--- src/rtl/vga_pkg.sv ---
// Shared constants, control bytes, state type and cell address helper for
// the 40x30 text console.
package vga_pkg;

  localparam int unsigned COLS  = 40;
  localparam int unsigned ROWS  = 30;
  localparam int unsigned CELLS = 1200;

  localparam logic [7:0] CH_BS = 8'h08;
  localparam logic [7:0] CH_LF = 8'h0A;
  localparam logic [7:0] CH_FF = 8'h0C;
  localparam logic [7:0] CH_CR = 8'h0D;

  typedef enum logic [1:0] {
    CLR_ALL = 2'd0,
    IDLE    = 2'd1,
    CLR_ROW = 2'd2
  } state_t;

  // row*40+col using shifts (row*32 + row*8 + col); max 1199 fits 11 bits
  function automatic logic [10:0] cell_addr(input logic [4:0] row, input logic [5:0] col);
    logic [10:0] r;
    r = {6'b0, row};
    return (r << 5) + (r << 3) + {5'b0, col};
  endfunction

endpackage

--- src/rtl/vga_console_if.sv ---
// Producer-to-console byte stream handshake.
interface vga_console_if;
  logic [7:0] in_data;
  logic       in_valid;
  logic       in_ready;

  modport master (output in_data, output in_valid, input in_ready);
  modport slave  (input in_data, input in_valid, output in_ready);
endinterface

--- src/rtl/vga_clear_seq.sv ---
// Address generator for the clear sequences: emits base..base+count-1, one
// address per cycle, starting the cycle after start.  done is high once the
// last address has been emitted.  Out of reset it is preloaded with a full
// screen clear so the console fills the screen immediately after release.
module vga_clear_seq
  import vga_pkg::*;
(
  input  logic        clk,
  input  logic        reset,
  input  logic        start,
  input  logic [10:0] base,
  input  logic [10:0] count,
  output logic [10:0] addr,
  output logic        done
);

  logic [10:0] base_r;
  logic [10:0] len_r;
  logic [10:0] idx;
  logic        active;

  // load on start, otherwise step once per cycle until the last address
  always_ff @(posedge clk or posedge reset) begin
    if (reset) begin
      base_r <= '0;
      len_r  <= 11'(CELLS);
      idx    <= '0;
      active <= 1'b1;
    end else if (start) begin
      base_r <= base;
      len_r  <= count;
      idx    <= '0;
      active <= 1'b1;
    end else if (active) begin
      if (idx == len_r - 11'd1) begin
        active <= 1'b0;
      end
      idx <= idx + 11'd1;
    end
  end

  assign addr = base_r + idx;
  assign done = ~active;

endmodule

--- src/rtl/vga_console.sv ---
// Byte-stream text console writing a 40x30 character VRAM.
// Optional feature: define VGA_CONSOLE_BS_EN to make 0x08 a destructive
// backspace; otherwise 0x08 is printed like any other byte.
module vga_console
  import vga_pkg::*;
#(
  parameter logic [7:0] CLEAR_CHAR = 8'h20
) (
  input  logic               clk,
  input  logic               reset,
  vga_console_if.slave       in_if,
  output logic [10:0]        vram_waddr,
  output logic [7:0]         vram_wdata,
  output logic               vram_we,
  output logic [5:0]         cur_col,
  output logic [4:0]         cur_row,
  output logic               busy
);

  state_t      state;
  state_t      state_n;
  logic        accept;
  logic        is_bs;
  logic [4:0]  row_inc;
  logic [5:0]  col_n;
  logic [4:0]  row_n;
  logic        we_n;
  logic [10:0] waddr_n;
  logic [7:0]  wdata_n;
  logic        seq_start;
  logic [10:0] seq_base;
  logic [10:0] seq_count;
  logic [10:0] seq_addr;
  logic        seq_done;

  assign accept  = in_if.in_valid & in_if.in_ready;
  assign row_inc = (cur_row == 5'(ROWS - 1)) ? '0 : cur_row + 5'd1;

`ifdef VGA_CONSOLE_BS_EN
  assign is_bs = (in_if.in_data == CH_BS);
`else
  assign is_bs = 1'b0;
`endif

  vga_clear_seq u_clear_seq (
    .clk   (clk),
    .reset (reset),
    .start (seq_start),
    .base  (seq_base),
    .count (seq_count),
    .addr  (seq_addr),
    .done  (seq_done)
  );

  // Next-state, cursor and write decode.  Clear states spend one extra cycle
  // after the last write so in_ready only rises once all clear writes are out.
  always_comb begin
    state_n   = state;
    col_n     = cur_col;
    row_n     = cur_row;
    we_n      = 1'b0;
    waddr_n   = vram_waddr;
    wdata_n   = vram_wdata;
    seq_start = 1'b0;
    seq_base  = '0;
    seq_count = 11'(COLS);
    case (state)
      CLR_ALL, CLR_ROW: begin
        if (!seq_done) begin
          we_n    = 1'b1;
          waddr_n = seq_addr;
          wdata_n = CLEAR_CHAR;
        end else begin
          state_n = IDLE;
        end
      end
      IDLE: begin
        if (accept) begin
          if (in_if.in_data == CH_CR) begin
            col_n = '0;
          end else if (in_if.in_data == CH_LF) begin
            col_n     = '0;
            row_n     = row_inc;
            seq_start = 1'b1;
            seq_base  = cell_addr(row_inc, 6'd0);
            state_n   = CLR_ROW;
          end else if (in_if.in_data == CH_FF) begin
            col_n     = '0;
            row_n     = '0;
            seq_start = 1'b1;
            seq_count = 11'(CELLS);
            state_n   = CLR_ALL;
          end else if (is_bs) begin
            col_n   = (cur_col == 6'd0) ? 6'd0 : cur_col - 6'd1;
            we_n    = 1'b1;
            waddr_n = cell_addr(cur_row, col_n);
            wdata_n = CLEAR_CHAR;
          end else begin
            we_n    = 1'b1;
            waddr_n = cell_addr(cur_row, cur_col);
            wdata_n = in_if.in_data;
            if (cur_col == 6'(COLS - 1)) begin
              col_n     = '0;
              row_n     = row_inc;
              seq_start = 1'b1;
              seq_base  = cell_addr(row_inc, 6'd0);
              state_n   = CLR_ROW;
            end else begin
              col_n = cur_col + 6'd1;
            end
          end
        end
      end
      default: state_n = CLR_ALL;
    endcase
  end

  // Registered state and outputs; ready/busy are decoded from the next state
  always_ff @(posedge clk or posedge reset) begin
    if (reset) begin
      state       <= CLR_ALL;
      cur_col     <= '0;
      cur_row     <= '0;
      vram_we     <= 1'b0;
      vram_waddr  <= '0;
      vram_wdata  <= '0;
      in_if.in_ready <= 1'b0;
      busy        <= 1'b0;
    end else begin
      state       <= state_n;
      cur_col     <= col_n;
      cur_row     <= row_n;
      vram_we     <= we_n;
      vram_waddr  <= waddr_n;
      vram_wdata  <= wdata_n;
      in_if.in_ready <= (state_n == IDLE);
      busy        <= (state_n != IDLE);
    end
  end

endmodule

--- src/flat_wrapper.sv ---
// flat-port wrapper written by rule: the top's interface ports become plain ports
module vga_console_flat import vga_pkg::*;
#(
  parameter logic [7:0] CLEAR_CHAR = 8'h20
)
  (clk, reset, vram_waddr, vram_wdata, vram_we, cur_col, cur_row, busy, in_if_in_data, in_if_in_valid, in_if_in_ready);
  vga_console_if in_if_i ();
  input  logic clk;
  input  logic reset;
  output logic [10:0] vram_waddr;
  output logic [7:0] vram_wdata;
  output logic vram_we;
  output logic [5:0] cur_col;
  output logic [4:0] cur_row;
  output logic busy;
  input wire logic [$bits(in_if_i.in_data)-1:0] in_if_in_data;
  input wire logic [$bits(in_if_i.in_valid)-1:0] in_if_in_valid;
  output wire logic [$bits(in_if_i.in_ready)-1:0] in_if_in_ready;
  assign in_if_i.in_data = in_if_in_data;
  assign in_if_i.in_valid = in_if_in_valid;
  assign in_if_in_ready = in_if_i.in_ready;
  vga_console #(.CLEAR_CHAR(CLEAR_CHAR)) u_core (.clk(clk), .reset(reset), .in_if(in_if_i), .vram_waddr(vram_waddr), .vram_wdata(vram_wdata), .vram_we(vram_we), .cur_col(cur_col), .cur_row(cur_row), .busy(busy));
endmodule
--- config.mk ---
export PLATFORM = sky130hd
export DESIGN_NAME = vga_console_flat
export DESIGN_NICKNAME = d
export VERILOG_FILES = /design/src/rtl/vga_pkg.sv /design/src/rtl/vga_console_if.sv /design/src/rtl/vga_clear_seq.sv /design/src/rtl/vga_console.sv /design/src/flat_wrapper.sv
export SDC_FILE = /design/constraint.sdc
export NUM_CORES = 1
export LEC_CHECK = 0
export CAP_MARGIN = 20
export CORE_UTILIZATION = 30
export DETAILED_ROUTE_END_ITERATION = 10
export GPL_TIMING_DRIVEN = 0
export SLEW_MARGIN = 25
export SYNTH_ARGS = -nofsm -noshare
export SYNTH_HDL_FRONTEND = slang
export SYNTH_SLANG_ARGS = --single-unit
--- constraint.sdc ---
create_clock -name clk -period 6.3 [get_ports clk]
set_input_delay 1.26 -clock clk [delete_from_list [all_inputs] [get_ports clk]]
set_output_delay 1.26 -clock clk [all_outputs]
set_load 0.1 [all_outputs]
Word-level counts from Yosys, hierarchy flattened:

Cells that the tools add are included.

* flip-flop bits (word level): 69
* bits of input ports: 11
* output and inout bits: 33
* logic and storage cells: 100

* add/sub/neg operators: 8
* equal/unequal tests: 15
* multiplexer cells: 55
* bitwise gates (word level): 2
* reduce and logical (&&, ||, !) cells: 8

Operator list (number)
* $mux W11: 18
* $mux W8: 5
* $eq A8 B4 Y1 const B: 3
* $mux W6: 4
* $add A10 B8 Y11: 2
* $pmux W11 S2: 1
* $mux W5: 4
* $pmux W8 S2: 1
* $mux W1: 14
* $mux W2: 6
* $add A11 B1 Y11 const B: 1
* $add A11 B11 Y11: 1
* $add A11 B6 Y11: 1
* $eq A11 B11 Y1: 1
* $sub A11 B1 Y11 const B: 1
* $ne A2 B2 Y1 const B: 4
* $add A6 B1 Y6 const B: 1
* $eq A6 B6 Y1 const B: 1
* $reduce_and A6 Y1: 1
* $add A5 B1 Y5 const B: 1
* $eq A5 B5 Y1 const B: 1
* $eq A2 B1 Y1 const B: 2
* $ne A2 B1 Y1 const B: 2
* $pmux W2 S2: 1
* other kinds (10): 11

Depth between registers and ports, before layout:

* depth in word-level cells: 9
* depth in mapped cells: 12
* gate-level depth less buffers: 12

By module:

A second synthesis with hierarchy kept.

* cells, all modules: 473
* area, all modules: 4425.5 sq um

Modules (own cells, without submodules)
* vga_console: instances 1, cells an instance 248, area each 2215.9 sq um, seq. area each 875.8 sq um
* vga_clear_seq: instances 1, cells an instance 225, area each 2209.6 sq um, seq. area each 857.1 sq um

Worst setup path after synthesis:

Ideal clock, no wire load.

* path type: reg2reg
* from: register u_core.cur_row[0]
* to: register u_core.u_clear_seq.base_r[9]
* library setup time: 0.127 ns
* data arrival time: 3.112 ns
* data required time: 6.173 ns
* setup slack: 3.061 ns
* cell stages (with the launch flop): 11
* path buffers: 1
* period minus slack after synthesis: 3.239 ns
* cell sequence: dfrtp_1 > ha_1 > clkbuf_1 > xnor2_1 > nor2_1 > ha_1 > fa_1 > a31o_2 > o31ai_1 > xor2_1 > o2bb2ai_1

* cells in the longest elaborated chain, start to end: 9
* elaborated cells between the ends (all ways): 10
* those cells by class: 2 x add/sub; 1 x eq/ne; 7 x mux

Ends and longest elaborated chain
* from (decl): RTL line vga_console.sv:16 `output logic [4:0] cur_row,`
* from (signal assigned): RTL line vga_console.sv:132 `cur_row <= row_n;`
* $add A5 B1 Y5 or $eq A5 B5 Y1 (tied branches): RTL line vga_console.sv:37 `assign row_inc = (cur_row == 5'(ROWS - 1)) ? '0 : cur_row + 5'd1;`
* $mux W5 *: RTL line vga_console.sv:37
* $add A10 B8 Y11 *: RTL line vga_pkg.sv:24 `return (r << 5) + (r << 3) + {5'b0, col};`
* $mux W11: RTL line vga_console.sv:102 `if (cur_col == 6'(COLS - 1)) begin`
* $mux W11: RTL line vga_console.sv:87 `end else if (in_if.in_data == CH_FF) begin`
* $mux W11 *: RTL line vga_console.sv:81 `end else if (in_if.in_data == CH_LF) begin`
* $mux W11 *: RTL line vga_console.sv:79 `if (in_if.in_data == CH_CR) begin`
* $mux W11 *: RTL line vga_console.sv:78 `if (accept) begin`
* $mux W11 *: RTL line vga_console.sv:67 `case (state)`
* to (signal assigned): RTL line vga_clear_seq.sv:30 `base_r <= base;`
* to (decl): RTL line vga_clear_seq.sv:17 `logic [10:0] base_r;`

Every way passes the cells marked *; elsewhere a longest branch is shown, timed or not.
A chain may end at the register's enable or synchronous reset.

Worst setup path after layout:

* from: register u_core.cur_row[0]
* to: output port cur_row[0]

RTL lines
* to (decl): RTL line flat_wrapper.sv:14 `output logic [4:0] cur_row;`

No word-level cell between the ends.

==> results by stage <==
Timing:
- Setup violations remaining at the end of the flow were counted as 0.
- The highest clock rate is roughly 0.30 GHz.
- The worst clock skew is between 6 and 7 ps.
- In this run the tightest slew margin relative to its limit is 34.89%.
- The final-report hold violation count is 0.
- Setup repair after global routing left no endpoint under its margin.
- The final setup TNS is 0 ps.
- The final worst hold slack is ~480 ps.
- Dividing the final minimum period by the clock period gives between 50% and 60%.
- The final critical delay including setup and external delays is about 3400 ps.
- The max-slew violation total from the final report is 0.
- For the pin with the worst max-slew slack, the measured transition is about 970 ps.

Floorplanning:
- The placement row count is 39.
- The I/O pin count is 44.
- The floorplan step defined a die boundary enclosing around 12000 um2.
- The die is 111.1 um wide.
- The core region is between 10000 and 15000 um2.
- From bottom edge to top edge, the die measures around 110 um.
- The effective utilization at floorplan is a little under a third.

Drt:
- The initial DRC count is around 160.
- The via-per-instance ratio is 5.173.
- The via count of the routed design is ~2900.
- The count of TritonRoute iterations in the first routing pass is 7.
- The mean routed wirelength per cell is between 15 and 20 um.
- The count of nets left with antenna violations once routing finished came out at 0.
- The overall routed net length is around 8700 um.
- After detailed routing, the number of remaining DRC violations is 10.

Setup path:
- The endpoint of the most critical setup path is cur_row[0].
- The number of cells on the worst reg-to-reg path is 10.
- The end of the worst register-to-register path is u_core.u_clear_seq.base_r[9]$_DFFE_PP0P_.
- Of all nets on the critical path, the largest fanout is 9.
- The most critical setup path has its startpoint at u_core.cur_row[0]$_DFFE_PP0P_.
- The logic depth of the worst path, buffers included is 1.
- The highest cell delay on the worst timing path is between 1000 and 1500 ps.
- Data arrives at the worst endpoint at between 2000 and 2500 ps.
- The type of element capturing the critical path is a primary output.
- The worst setup path is of the flop to primary output kind.
- Counting both buffers and inverters, the worst setup path holds a total of 1.
- The startpoint identified for the worst register-to-register timing path is u_core.cur_row[0]$_DFFE_PP0P_.
- Among all stages on the critical path, the largest delay is contributed by clkdlybuf4s50_1.
- STA classifies the critical path startpoint as a flop.
- Traced cell by cell, the critical path runs through clkdlybuf4s50_1.
- The gate family responsible for the most delay along the worst path is buffers and inverters.
- The worst path required time is slightly above 5000 ps.
- The register-to-register setup slack is 3370 ps.

Run status:
- The final reports fail on DRC.
- The flow ran to the end, but the final reports show violations.

Final layout:
- The area growth from synthesis to layout is 26.94%.
- The number of antenna diodes in the final layout is 0.
- After the last flow step, the layout net total stands at around 450.
- The share of final-layout standard cells stronger than drive strength 1 is between 10 and 15%.

Yosys:
- Sequential elements use between 40% and 50% of the synthesized area.
- The average cell area after synthesis is roughly 10 um2.
- The post-synthesis instance area is about 3600 um2.
- The number of nets in the synthesized netlist is between 300 and 400.
- The synthesized design spends more area on one cell type than any other, namely dfrtp_1.
- Counting flops with an async set or reset pin after synthesis yields a share of 100.0%.
- Synthesis inferred 57 register bits.
- The netlist uses between 60 and 70 different library cells.
- In the synthesized netlist the dominant register cell turns out to be dfrtp_1.
- Ranked by total cell area, the synthesized netlist is headed by dfrtp_1, ha_1, xnor2_1, o21ai_0, nand2_1.
- The most used standard cell by instance count after synthesis is dfrtp_1.
- In the synthesized netlist, the number of instances is 359.
- Counting flops with a built-in enable in the synthesized netlist gives 0.
- The fraction of post-synthesis cell area in the top cell type by area is 38.54%.
- The total number of yosys warnings is 0.
- After synthesis, the most frequently instantiated cells are dfrtp_1, nand2_1, o21ai_0.

GRT:
- The via count of the first global-routing pass is around 2900.
- The global-route wire length before repair is 14580 um.
- The total overflow left after global routing is 0.
- The initial antenna violation count is 0.
- Entering global routing, the biggest net connects 32 pins.
- The overall routing resource usage is between 15 and 20%.

Flow run:
- The number of max-capacitance violations reported is 0.

Place:
- The detailed-placement wirelength estimate is 6406 um.
- The congestion estimate from routability-driven global placement came to approximately 0.8.
- Port buffering added 43 buffers.

Power and ir drop:
- The leakage dissipation is 1.988 nW.
- The cell area power density is 205.0 nW/um2.
- IR analysis of the VDD net gives a maximum drop of around 0.14 mV.
- Overall power consumption after layout is estimated at roughly 0.93 mW.

Clock network:
- Clock-pin slew was measured on the worst setup and hold paths at roughly 50 ps.
- The number of H-tree levels is 3.
- The later pin in the worst-skew pair is clocked with a latency of 330 ps.
- The TritonCTS sink count is between 50 and 60.
- Post-CTS timing repair inserted 0 buffers for setup.
- The post-cts repair resize count is 0.
- The TritonCTS clock tree is built.
- The number of buffers on the longest clock path is 2.
- The number of buffers inserted for hold repair after clock tree synthesis is 0.
- In this run the clock root is driven by a clkbuf_16.
- In this run, CTS created clock tree buffers numbering 9.

Hold path:
- The path type of the worst min-delay path is flop to flop.
==> where the power goes <==
group          internal [mW]  leakage (nW)  switching, mW  total, mW
clock network          0.366         0.162          0.175      0.541
registers              0.367         0.709              0      0.367
logic                0.00864          1.12         0.0127     0.0213
total                  0.741          1.99          0.188      0.929
==> cell type report <==
type	count	area, um2
Buffer	11	62.56
Multi-Input combinational cell	273	2012
Clock inverter	5	77.57
Sequential cell	57	1429
Inverter	18	70.07
Timing Repair Buffer	44	450.4
Clock buffer	11	252.7
Tap cell	143	178.9
Fill cell	1125	6983
==> through the flow <==
step / area [um2] / util (%) / setup slack [ps] / std cells
after floorplan: 3571 / - / 3061 / 359
after global placement: 4180 / 36.30 / 2517 / 545
after detailed placement: 4203 / 36.50 / 2998 / 546
after CTS: 4533 / 39.36 / 2923 / 562
after global routing: 4533 / 39.36 / 2890 / 562
final: 4533 / 39.36 / 2931 / 562
==> registers in the layout, indices dropped and copies added (netlist names), 2 cells and up <==
name and flops:
u_core.u_clear_seq.idx 11, u_core.vram_waddr 11, u_core.u_clear_seq.base_r 8, u_core.vram_wdata 8, u_core.cur_col 6, u_core.cur_row 5, u_core.state 2, u_core.u_clear_seq.len_r 2
==> cells in the final DEF, fill, tap and decap left out, drive strengths merged, types with 3 or more instances in the layout <==
cell | Yosys | final
a211o | 4 | 4
a21o | 6 | 6
a21oi | 11 | 11
a22o | 7 | 7
and3 | 4 | 4
buf | 6 | 7
clkbuf | 5 | 16
clkdlybuf4s50 | 0 | 43
dfrtp | 55 | 55
fa | 4 | 4
ha | 24 | 24
inv | 18 | 18
mux2i | 5 | 5
nand2 | 35 | 35
nand2b | 3 | 3
nand3 | 7 | 7
nand4b | 3 | 3
nor2 | 33 | 33
nor2b | 5 | 5
nor3 | 6 | 6
nor3b | 7 | 7
nor4 | 4 | 4
o211ai | 8 | 8
o21ai | 28 | 28
o2bb2ai | 7 | 7
o31ai | 5 | 5
xnor2 | 17 | 17
xor2 | 6 | 6
==> worst min path at each step <==
stage / startpoint / end / slack [ps] / cells after the start
after CTS: u_core.vram_wdata[6]$_DFFE_PP0P_ / u_core.vram_wdata[6]$_DFFE_PP0P_ / 490 / 2
after global routing: u_core.vram_wdata[2]$_DFFE_PP0P_ / u_core.vram_wdata[2]$_DFFE_PP0P_ / 520 / 2
after floorplan: u_core.u_clear_seq.base_r[5]$_DFFE_PP0P_ / u_core.u_clear_seq.base_r[5]$_DFFE_PP0P_ / 460 / 1
after detailed placement: u_core.vram_wdata[6]$_DFFE_PP0P_ / u_core.vram_wdata[6]$_DFFE_PP0P_ / 480 / 2
final: u_core.vram_wdata[2]$_DFFE_PP0P_ / u_core.vram_wdata[2]$_DFFE_PP0P_ / 480 / 2
after global placement: u_core.vram_wdata[6]$_DFFE_PP0P_ / u_core.vram_wdata[6]$_DFFE_PP0P_ / 460 / 2
==> logic make-up (layout without fill, tap and decap cells) <==
family	Yosys count	count (layout)	synth area share, %
AOI/OAI and AO/OA	99	99	20.78
xor gates and xnor gates	23	23	5.641
adders and majority gates	28	28	10.65
buffers and inverters	29	89	3.644
DFF	57	57	40.01
muxes	7	7	2.032
and+or+nand+nor	116	116	17.24
==> layer usage <==
metal	GRT usage, %	up-vias	wire (um)
met5	0	-	0
met4	6.216	0	142
met3	3.335	10	320
met2	24.86	56	4133
met1	19.18	1418	4121
li1	-	1423	-
No activity file was read; power rests on OpenSTA's default activity.
